--- config.mk ---
export PLATFORM = sky130hd
export DESIGN_NAME = round_pipe_unit
export DESIGN_NICKNAME = d
export VERILOG_FILES = /design/src/rtl/round_pipe_unit.sv
export SDC_FILE = /design/constraint.sdc
export NUM_CORES = 1
export LEC_CHECK = 0
export ABC_AREA = 1
export ABC_CLOCK_PERIOD_IN_PS = 3600
export CORE_MARGIN = 2
export CORE_UTILIZATION = 30
export CTS_CLUSTER_DIAMETER = 40
export DETAILED_ROUTE_END_ITERATION = 8
export GPL_TIMING_DRIVEN = 0
export PLACE_DENSITY = 0.61
export SLEW_MARGIN = 10
export SYNTH_ARGS = -nofsm -noshare
export SYNTH_HDL_FRONTEND = slang
export SYNTH_SLANG_ARGS = --single-unit
--- constraint.sdc ---
create_clock -name clk -period 3.6 [get_ports clk]
set_input_delay 0.54 -clock clk [delete_from_list [all_inputs] [get_ports clk]]
set_output_delay 0.54 -clock clk [all_outputs]
set_load 0.01 [all_outputs]
--- src/rtl/round_pipe_unit.sv ---
// Two-stage rounding/normalisation pipeline for the multiplier datapath.
// Stage 1 normalises and selects the kept/guard/sticky bits. Stage 2 rounds, resolves overflow and drives out_*.
module round_pipe_unit #(
    parameter int MANT_WIDTH = 24,
    parameter int EXP_WIDTH  = 8,
    parameter int PROD_WIDTH = 2 * MANT_WIDTH
) (
    input  logic                  clk,
    input  logic                  rst,
    input  logic                  in_valid,
    output logic                  in_ready,
    input  logic [PROD_WIDTH-1:0] in_prod,
    input  logic [EXP_WIDTH-1:0]  in_exp,
    input  logic                  in_sign,
    input  logic [2:0]            in_mode,
    output logic                  out_valid,
    input  logic                  out_ready,
    output logic                  out_sign,
    output logic [EXP_WIDTH-1:0]  out_exp,
    output logic [MANT_WIDTH-2:0] out_frac,
    output logic                  out_inexact,
    output logic                  out_overflow,
    output logic [1:0]            acc_flags,
    input  logic                  flags_clr
);
    localparam int M = MANT_WIDTH;
    localparam int E = EXP_WIDTH;
    localparam logic [E:0] EXP_ALL_ONES = {1'b0, {E{1'b1}}};

    typedef enum logic [2:0] {
        MODE_RNE = 3'b000,
        MODE_RTZ = 3'b001,
        MODE_RUP = 3'b010,
        MODE_RDN = 3'b011,
        MODE_RMM = 3'b100
    } roundMode_e;

    logic            s1Valid_q;
    logic [M-2:0]    s1Frac_q, s1Frac_d;
    logic            s1Guard_q, s1Guard_d;
    logic            s1Sticky_q, s1Sticky_d;
    logic [E:0]      s1Exp_q, s1Exp_d;
    logic            s1Sign_q;
    logic [2:0]      s1Mode_q;

    logic            outValid_q;
    logic            outSign_q;
    logic [E-1:0]    outExp_q, outExp_d;
    logic [M-2:0]    outFrac_q, outFrac_d;
    logic            outInexact_q, outOverflow_q;
    logic [1:0]      accFlags_q;

    logic            s2Ready, s1Advance, outFire;
    logic            gs, inc, toInf, ovf;
    logic [M-1:0]    sum;
    logic [E:0]      expRnd;

    assign s2Ready   = ~outValid_q | out_ready;
    assign s1Advance = ~s1Valid_q | s2Ready;
    assign outFire   = outValid_q & out_ready;
    assign in_ready  = s1Advance;

    // The hidden bit is 1 for any in-contract product, so only the fraction is carried forward.
    always_comb begin
        if (in_prod[2*M-1]) begin
            s1Frac_d   = in_prod[2*M-2:M];
            s1Guard_d  = in_prod[M-1];
            s1Sticky_d = |in_prod[M-2:0];
            s1Exp_d    = {1'b0, in_exp} + {{E{1'b0}}, 1'b1};
        end else begin
            s1Frac_d   = in_prod[2*M-3:M-1];
            s1Guard_d  = in_prod[M-2];
            s1Sticky_d = |in_prod[M-3:0];
            s1Exp_d    = {1'b0, in_exp};
        end
    end

    always_ff @(posedge clk or posedge rst) begin
        if (rst) begin
            s1Valid_q  <= 1'b0;
            s1Frac_q   <= '0;
            s1Guard_q  <= 1'b0;
            s1Sticky_q <= 1'b0;
            s1Exp_q    <= '0;
            s1Sign_q   <= 1'b0;
            s1Mode_q   <= '0;
        end else if (s1Advance) begin
            s1Valid_q <= in_valid;
            if (in_valid) begin
                s1Frac_q   <= s1Frac_d;
                s1Guard_q  <= s1Guard_d;
                s1Sticky_q <= s1Sticky_d;
                s1Exp_q    <= s1Exp_d;
                s1Sign_q   <= in_sign;
                s1Mode_q   <= in_mode;
            end
        end
    end

    assign gs = s1Guard_q | s1Sticky_q;

    // Unlisted mode codes fall into the default arm and behave as RNE.
    always_comb begin
        inc   = 1'b0;
        toInf = 1'b1;
        case (roundMode_e'(s1Mode_q))
            MODE_RTZ: begin inc = 1'b0;             toInf = 1'b0;      end
            MODE_RUP: begin inc = ~s1Sign_q & gs;   toInf = ~s1Sign_q; end
            MODE_RDN: begin inc = s1Sign_q & gs;    toInf = s1Sign_q;  end
            MODE_RMM: begin inc = s1Guard_q;        toInf = 1'b1;      end
            default:  begin inc = s1Guard_q & (s1Sticky_q | s1Frac_q[0]); toInf = 1'b1; end
        endcase
    end

    // A carry out of the fraction leaves it all zeros, which is exactly the renormalised 1.000 mantissa.
    assign sum    = {1'b0, s1Frac_q} + {{(M-1){1'b0}}, inc};
    assign expRnd = s1Exp_q + {{E{1'b0}}, sum[M-1]};
    assign ovf    = expRnd >= EXP_ALL_ONES;

    always_comb begin
        if (ovf && toInf) begin
            outExp_d  = {E{1'b1}};
            outFrac_d = '0;
        end else if (ovf) begin
            outExp_d  = {{(E-1){1'b1}}, 1'b0};
            outFrac_d = {(M-1){1'b1}};
        end else begin
            outExp_d  = expRnd[E-1:0];
            outFrac_d = sum[M-2:0];
        end
    end

    always_ff @(posedge clk or posedge rst) begin
        if (rst) begin
            outValid_q    <= 1'b0;
            outSign_q     <= 1'b0;
            outExp_q      <= '0;
            outFrac_q     <= '0;
            outInexact_q  <= 1'b0;
            outOverflow_q <= 1'b0;
        end else if (s2Ready) begin
            outValid_q <= s1Valid_q;
            if (s1Valid_q) begin
                outSign_q     <= s1Sign_q;
                outExp_q      <= outExp_d;
                outFrac_q     <= outFrac_d;
                outInexact_q  <= gs | ovf;
                outOverflow_q <= ovf;
            end
        end
    end

    // A clear coinciding with a handshake drops the history but keeps that beat's flags.
    always_ff @(posedge clk or posedge rst) begin
        if (rst) begin
            accFlags_q <= 2'b00;
        end else if (outFire) begin
            accFlags_q <= flags_clr ? {outOverflow_q, outInexact_q}
                                    : accFlags_q | {outOverflow_q, outInexact_q};
        end else if (flags_clr) begin
            accFlags_q <= 2'b00;
        end
    end

    assign out_valid    = outValid_q;
    assign out_sign     = outSign_q;
    assign out_exp      = outExp_q;
    assign out_frac     = outFrac_q;
    assign out_inexact  = outInexact_q;
    assign out_overflow = outOverflow_q;
    assign acc_flags    = accFlags_q;
endmodule

# [Word level (Yosys, flattened, before mapping)]
# Cells that the tools add are included.
[op_classes] addsub=3 order_cmp=1 eq_ne=4 muxes=13 bitwise=13 n_reduce_logical=6
[op_table] operator="two-way mux 23 bit" n=3
[op_table] operator="adder 23 x 1 -> 24 bit" n=1
[op_table] operator="OR reduction 23 bit" n=1
[op_table] operator="OR reduction 22 bit" n=1
[op_table] operator="two-way mux 8 bit" n=2
[op_table] operator="adder 8 x 1 -> 9 bit, second input constant" n=1
[op_table] operator="adder 9 x 1 -> 9 bit" n=1
[op_table] operator="greater-or-equal comparator 9 x 8 -> 1 bit, second input constant" n=1
[op_table] operator="two-way mux 9 bit" n=1
[op_table] operator="== test 3 x 2 -> 1 bit, second input constant" n=2
[op_table] operator="two-way mux 2 bit" n=3
[op_table] operator="bitwise OR 1 bit" n=5
[op_table] operator="bitwise AND 1 bit" n=4
[op_table] operator="case mux 1 bit (4 select lines)" n=1
[op_table] operator="AND reduction 2 bit" n=2
[op_table] operator="== test 3 x 1 -> 1 bit, second input constant" n=1
[op_table] operator="== test 3 bit, second input constant" n=1
[op_table] operator="NOT 1 bit" n=3
[op_table] operator="case mux 1 bit (3 select lines)" n=1
[op_table] operator="two-way mux 1 bit" n=2
[op_table] operator="bitwise OR 2 bit" n=1
[op_table] operator="nonzero test 2 bit" n=1
[op_table] operator="logical AND 1 bit" n=1
[totals] reg_bits=76 input_bits=65 out_inout_bits=38 wordCells=54

# [Logic depth before layout (Yosys ltp)]
# Gate-level depths: netlist (run 1).
[logic_depth] word_depth=8 depth_mapped=27 ltp_nobuf=26

# [Worst setup path after synthesis (run 1)]
# No wires, ideal clock.
[synth_timing] kind="flip-flop to flip-flop" startpoint="register s1Mode_q[2]" endpoint="register outExp_q[0] (netlist: out_exp[0])" setup_ns=0.118 arrival_ns=3.408 t_required_ns=3.482 slack_ns=0.074 stages_incl_launch_ff=21 path_buffers=1 cell_sequence="dfrtp_1 -> inv_1 -> nand2_1 -> o21ai_0 -> nand4_1 -> a32oi_1 -> ha_1 -> nand3_1 -> nor2_1 -> nand2_1 -> nor2_1 -> nand4_1 -> nor4_1 -> ha_1 -> nand3_1 -> nand3b_2 -> xor2_4 -> buf_2 -> nand3b_1 -> nand3_1 -> nand2_1"
[synth_between] elab_chain_cells=7 elab_cells_between_ends=12 cone_classes="2 x add/sub; 1 x order compare; 4 x eq/ne; 4 x mux; 1 x reduce/logical"
[synth_rtl] item="start, declared" line_no="44" text="logic [2:0] s1Mode_q;"
[synth_rtl] item="start signal, assigned" line_no="95" text="s1Mode_q <= in_mode;"
[synth_rtl] item="== test 3 bit (tied with other cells)" line_no="106" text="case (roundMode_e'(s1Mode_q))"
[synth_rtl] item="case mux 1 bit (4 select lines)" line_no="106"
[synth_rtl] item="adder 23 x 1 -> 24 bit" line_no="116" text="assign sum = {1'b0, s1Frac_q} + {{(M-1){1'b0}}, inc};"
[synth_rtl] item="adder 9 x 1 -> 9 bit" line_no="117" text="assign expRnd = s1Exp_q + {{E{1'b0}}, sum[M-1]};"
[synth_rtl] item="greater-or-equal comparator 9 x 8 -> 1 bit" line_no="118" text="assign ovf = expRnd >= EXP_ALL_ONES;"
[synth_rtl] item="two-way mux 8 bit / logical AND 1 bit (equally long branches)" line_no="124, 121"
[synth_rtl] item="two-way mux 8 bit (*)" line_no="121" text="if (ovf && toInf) begin"
[synth_rtl] item="end signal, assigned" line_no="145" text="outExp_q <= outExp_d;"
[synth_rtl] item="end, declared" line_no="48" text="logic [E-1:0] outExp_q, outExp_d;"
# Every way passes the cells marked *; elsewhere a longest branch is shown, timed or not.
# A chain may end at the register's enable or synchronous reset.

# [Worst setup path in the final report (run 1)]
[layout_timing] startpoint="register s1Mode_q[2]" endpoint="register outFrac_q[7] (netlist: out_frac[7])"
[layout_between] elab_chain_cells=7 elab_cells_between_ends=12 cone_classes="2 x add/sub; 1 x order compare; 4 x eq/ne; 4 x mux; 1 x reduce/logical"
[layout_rtl] item="== test 3 bit (tied with other cells)" line_no="106"
[layout_rtl] item="case mux 1 bit (4 select lines)" line_no="106"
[layout_rtl] item="adder 23 x 1 -> 24 bit" line_no="116"
[layout_rtl] item="adder 9 x 1 -> 9 bit" line_no="117"
[layout_rtl] item="greater-or-equal comparator 9 x 8 -> 1 bit" line_no="118"
[layout_rtl] item="two-way mux 23 bit / logical AND 1 bit (equally long branches)" line_no="124, 121"
[layout_rtl] item="two-way mux 23 bit (*)" line_no="121"
[layout_rtl] item="end signal, assigned" line_no="146" text="outFrac_q <= outFrac_d;"
[layout_rtl] item="end, declared" line_no="49" text="logic [M-2:0] outFrac_q, outFrac_d;"
# Marks and branches as above.

==> results_dict.tcl, run 1 <==
set metrics [dict create \
    outcome "finished clean" \
    grt_max_degree 50 \
    gr-total-overflow 0 \
    rsz0062_at_grt "true" \
    cp_slowest_stage_delay_ps 380 \
    path_max_fanout 5 \
    cts_hold_buffers 0 \
    p_per_area_nw_per_um2 495 \
    layout_common_cells "202 x nand2_1, 101 x clkdlybuf4s50_1, 76 x dfrtp_1, 63 x inv_1" \
    htreeDepth 3 \
    hold_path_class "reg -> reg" \
    clkTransAtPathRegs_ps 60 \
    worst_setup_path_start_kind "register" \
    hpwlAfterDp_mm 9.94 \
    leakagePower_nw 2.98 \
    critical_path_required_ps 3870 \
    post_drt_wl_per_cell_um 13.4 \
    yosysUniqueCellTypes 33 \
    num-nets-final 818 \
    met3_length_um 666 \
    syn_area_per_cell_sq_um 7.21 \
    p_int_mw 2.12 \
    row_count 44 \
    grt_pass1_wl_mm 20.7 \
    wl_met1_mm 6.31 \
    core_sq_um 14500 \
    power.switching_mw 1.01 \
    critical_path.slowest_cell "dfrtp_1" \
    cts_buffer_depth 2 \
    cts_tree "done" \
    power_frac_comb 0.319 \
    start_util 0.308 \
    path_class "reg -> reg" \
    tightestPinTransition_ps 559 \
    antenna_found_initial 0 \
    tns_ps 0 \
    dieWidth_um 126 \
    io_pins 103 \
    gp_congestion 0.945 \
    drc 0 \
    highest_layer "met4" \
    fin_cells 936 \
    relSlewSlack 0.627 \
    syn_to_final_growth_pct 41.2 \
    fp.dieH_um 126 \
    seq_area_frac_synth 0.425 \
    pwr-share-seq 0.388 \
    vias_per_cell 4.64 \
    drt_wl_total_mm 12.6 \
    crit_family "simple AND/OR/NAND/NOR gates" \
    numCtsBuffers 9 \
    cts-root-buf "clkbuf_16" \
    setup_violations 0 \
    slew_viol_final 0 \
    final_common_cell "nand2_1" \
    path_buf_inv 2 \
    yosysWarnings 0 \
    hold_viol_final 0 \
    drv_cap 0 \
    cts.sinks 76 \
    synth_seq_cells 76 \
    netSwitchingFraction 0.322 \
    syn_area_sq_um 4480 \
    clk_latency_ps 340 \
    layout-drive-gt1-share 0.116 \
    drt_iter0_markers 262 \
    syn_nets 691 \
    wl_met2_mm 5.37 \
    antenna-diode-count 0 \
    skew_ps 10.9 \
    dr.pass1.iters 5 \
    first_global_vias 4074 \
    fin_hold_ws_ps 478 \
    die_area_sq_um 15900 \
    grtUsageTotal 0.162 \
    placed_cells 907 \
    fin_crit_sh 0.949 \
    portBuffers 101 \
    clkPwrFrac 0.292 \
    arrival_ps 3690 \
    syn_inst 621 \
    max_freq_mhz 293 \
    ir_drop_v 0.000247 \
    cpMostUsedCell "nand2_1" \
    drtAntennaViolNets 0 \
    period_minus_slack_ps 3420 \
    num_vias 4344 \
    cp-end-kind "register" \
]
[worst register-to-register path, stage by stage, from the launching register on]
cell     delay [ps]
dfrtp_1         380
inv_2            80
nand2_2          60
o21ai_2         150
nand4_1         100
a32oi_1         180
ha_2            250
nand3_4         100
nor2_4          130
nand2_2          80
nor2_4          110
nand4_1         140
nor4_4          220
ha_2            270
nand2_4          70
nor2_4          110
nand2_1          60
nand2_1          70
nand2_2          80
nor2_4          120
nand2_4         100
nand2_8         100
nand2_8          60
buf_2           170
nand2_1          60
nand2_1          50
nand2_1          60
[per-layer routing]
| layer | track usage | vias to the layer above |
|---|---|---|
| met4 | 0.0569 | 0 |
| met2 | 0.239 | 139 |
| met3 | 0.0268 | 16 |
| met1 | 0.239 | 1942 |
| met5 | 0 | - |
| li1 | - | 2247 |
[registers in the layout, summed over array words and instances, names as in the netlist]
name	cells
out_inexact	1
s1Mode_q	3
acc_flags	2
s1Sign_q	1
s1Exp_q	9
s1Sticky_q	1
out_sign	1
out_frac	23
out_exp	8
s1Valid_q	1
out_overflow	1
s1Guard_q	1
s1Frac_q	23
out_valid	1
[stage by stage]
stage	utilization	total power, mW	area (sq um)	worst slack [ps]
2_1_floorplan	-	1.67	4480	73.9
3_3_place_gp	0.393	2.17	5720	-696
3_5_place_dp	0.395	2.19	5750	-751
4_1_cts	0.425	3.13	6170	10.9
5_1_grt	0.435	3.32	6320	-55.7
6_report	0.435	3.13	6320	185
[repair_timing]
action / in CTS / in global routing
pin swaps: 8 / 18
gates resized for setup: 25 / 25
cloned: 0 / 2
endpoints found under the setup margin: 33 / 31
setup buffers: 4 / 8
[synthesized netlist by cell type]
cell	number	share of area
nor4_1	6	0.0084
a31oi_1	7	0.0098
nand2_2	2	0.0028
and2_1	2	0.0028
nand2_4	2	0.0050
nand2_8	1	0.0045
o21ai_1	1	0.0011
nor2_2	2	0.0028
o21ai_0	44	0.049
buf_2	7	0.0078
o22a_1	1	0.0020
ha_1	5	0.014
nor2_4	2	0.0050
clkbuf_1	16	0.013
a21oi_1	3	0.0034
clkinv_1	1	0.00084
o22ai_1	7	0.0098
nand3b_1	1	0.0017
a32oi_1	1	0.0020
dfrtp_1	76	0.42
nand4_1	12	0.017
o211ai_1	15	0.025
nor2_1	46	0.039
nand3b_2	1	0.0025
xor2_1	14	0.027
nand2_1	220	0.18
xor2_4	1	0.0061
inv_1	66	0.055
nand3_1	47	0.053
buf_6	2	0.0050
or2_2	6	0.0084
buf_1	1	0.00084
xnor2_1	3	0.0059
[cell type report]
cell class / count / area [sq um]
clock buffer: 12 / 256
sequential: 76 / 1900
buffer: 26 / 139
fill: 1519 / 8210
clock inverter: 3 / 46.3
timing repair buffer: 116 / 1140
multi-input combinational: 452 / 2350
inverter: 67 / 254
tap: 184 / 230
[power by group through the flow]
stage	Clock (mW)	Combinational (mW)	Sequential, mW
after global routing	0.966	1.11	1.24
after global placement	0	0.949	1.22
after CTS	0.933	0.983	1.21
after detailed placement	0	0.960	1.22
final	0.915	0.999	1.22
after floorplan	0	0.422	1.25
[path summary, 6_finish.rpt]
kind,startpoint,end,slack [ps],cells past startpoint
min in group asynchronous,rst,acc_flags[1],540,2
max,s1Mode_q[2],out_frac[7],180,26
min,out_frac[18],out_frac[18],480,2
max in group asynchronous,rst,s1Frac_q[14],2490,3
min reg2reg,out_frac[18],out_frac[18],480,2
max reg2reg,s1Mode_q[2],out_frac[7],180,26
[kinds of logic (layout without fill, tap and decap cells)]
| family | count (synthesis) | count (layout) | synth area share |
|---|---|---|---|
| adders and majority gates | 5 | 5 | 0.0140 |
| and+or+nand+nor | 350 | 350 | 0.336 |
| AOI/OAI and AO/OA | 79 | 79 | 0.102 |
| xor gates and xnor gates | 18 | 18 | 0.0394 |
| DFF | 76 | 76 | 0.425 |
| buffers and inverters | 93 | 224 | 0.0833 |
(Power assumes the default switching activity.)
==> run 2, diff against run 1 <==
Settings changed: GPL_TIMING_DRIVEN 0 to unset.
==> results_dict.tcl, run 2 (synthesis results as in run 1) <==
set metrics [dict create \
    hold_path_class "reg -> reg" \
    path_class "reg -> reg" \
    setup_violations 0 \
    drv_cap 0 \
    die_area_sq_um 15900 \
    p_total_mw 3.21 \
    outcome "finished clean" \
    fp.dieH_um 126 \
    ir_drop_v 0.000240 \
    first_global_vias 3854 \
    syn_to_final_growth_pct 39.6 \
    cp-end-kind "register" \
    antenna_found_initial 0 \
    drt_wl_total_mm 11.9 \
    row_count 44 \
    multi_input_area_sq_um 2350 \
    antenna-diode-count 0 \
    worst_setup_path_start_kind "register" \
    dieWidth_um 126 \
    critical_path.slowest_cell "dfrtp_1" \
    skew_ps 7.49 \
    rsz0062_at_grt "true" \
    fin_area_sq_um 6250 \
    cp_slowest_stage_delay_ps 390 \
    cts_buffer_depth 2 \
    crit_family "simple AND/OR/NAND/NOR gates" \
    grt_pass1_wl_mm 19.7 \
    regArea_sq_um 1900 \
    post-place-ws_ps -58.9 \
    tns_ps 0 \
    dr.pass1.iters 4 \
    hold_viol_final 0 \
    worstPathCellList "inv_2, nand2_4, o21ai_2, nand4_1, a32oi_1, ha_2, nand3_2, nor2_2, nand2_1, nor2_2, nand4_1, nor4_4, ha_2, nand3_1, nand3b_4, xor2_4, nand2_8, o21ai_0, o21ai_0" \
    gr-total-overflow 0 \
    drt_iter0_markers 219 \
    num_vias 4158 \
    num-nets-final 794 \
    cts_tree "done" \
    clkTransAtPathRegs_ps 60 \
    grtUsageTotal 0.152 \
    fin_hold_ws_ps 480 \
    fill_cells 1505 \
    max_freq_mhz 288 \
    numCtsBuffers 9 \
    io_pins 103 \
    placed_cells 891 \
    drc 0 \
    critical_path_required_ps 3800 \
    fin_crit_sh 0.965 \
    tightestPinTransition_ps 699 \
    post_drt_wl_per_cell_um 13.0 \
    gp_congestion 0.925 \
    drtAntennaViolNets 0 \
    vias_per_cell 4.56 \
    layout_setup_ws_ps 126 \
    cts-root-buf "clkbuf_16" \
    slew_viol_final 0 \
    htreeDepth 3 \
    path_max_fanout 6 \
    layout-drive-gt1-share 0.103 \
    cts.sinks 76 \
    relSlewSlack 0.534 \
    period_minus_slack_ps 3470 \
    leakagePower_nw 2.96 \
    final_common_cell "nand2_1" \
    arrival_ps 3670 \
    path_buf_inv 1 \
    clk_latency_ps 330 \
    grt_max_degree 64 \
    fin_cells 911 \
    final_util 0.430 \
    cts_hold_buffers 0 \
    hpwlAfterDp_mm 9.05 \
    layout_common_cells "212 x nand2_1, 102 x clkdlybuf4s50_1, 76 x dfrtp_1, 63 x inv_1" \
    portBuffers 102 \
    post_dp_cell_area_sq_um 5710 \
    p_per_area_nw_per_um2 514 \
    core_sq_um 14500 \
    start_util 0.308 \
]
-- run 2: cell count changes in the layout (fill, tap and decap cells not counted), sizes merged --
cell	delta
buf	-9
bufinv	+2
clkbuf	-19
clkdlybuf4s50	+1
-- run 2: layer usage --
metal / part of all wire / routed length [um] / global-route usage
met4: 0.0074 / 88 / 0.0349
met3: 0.055 / 650 / 0.0285
met5: 0 / 0 / 0
met1: 0.54 / 6410 / 0.246
met2: 0.40 / 4740 / 0.207
-- run 2: repair_timing --
item / CTS / global route
pin swaps: 0 / 10
setup buffers: 0 / 6
endpoints found under the hold margin: 0 / 0
resized for setup: 1 / 43
setup endpoints to repair: 23 / 33
-- run 2: layout make-up --
type / count / share of cell area
clock buffer: 9 / 0.0360
clock inverter: 5 / 0.0164
inverter: 67 / 0.0402
multi-input combinational: 452 / 0.376
sequential: 76 / 0.304
tap: 184 / 0.0368
timing repair buffer: 118 / 0.191
-- run 2: worst register-to-register path, cell delays in order, from the launching register on --
cell,delay (ps)
dfrtp_1,390
inv_2,90
nand2_4,50
o21ai_2,150
nand4_1,90
a32oi_1,180
ha_2,230
nand3_2,90
nor2_2,140
nand2_1,90
nor2_2,140
nand4_1,130
nor4_4,290
ha_2,260
nand3_1,120
nand3b_4,200
xor2_4,250
nand2_8,110
o21ai_0,240
o21ai_0,120
-- run 2: final timing paths --
kind	slack [ps]	end	startpoint	cells after the start
min reg2reg	480	out_frac[16]	out_frac[16]	2
max	130	out_inexact	s1Mode_q[2]	19
max reg2reg	130	out_inexact	s1Mode_q[2]	19
max in group asynchronous	2450	s1Frac_q[13]	rst	3
min	480	out_frac[16]	out_frac[16]	2
min in group asynchronous	500	out_exp[7]	rst	2
-- run 2: where the power goes --
part	internal [mW]	switching (mW)	leakage, nW	total, mW
clock network	0.668	0.342	0.157	1.01
logic	0.492	0.492	1.89	0.984
registers	1.05	0.168	0.917	1.22
total	2.21	1.00	2.96	3.21
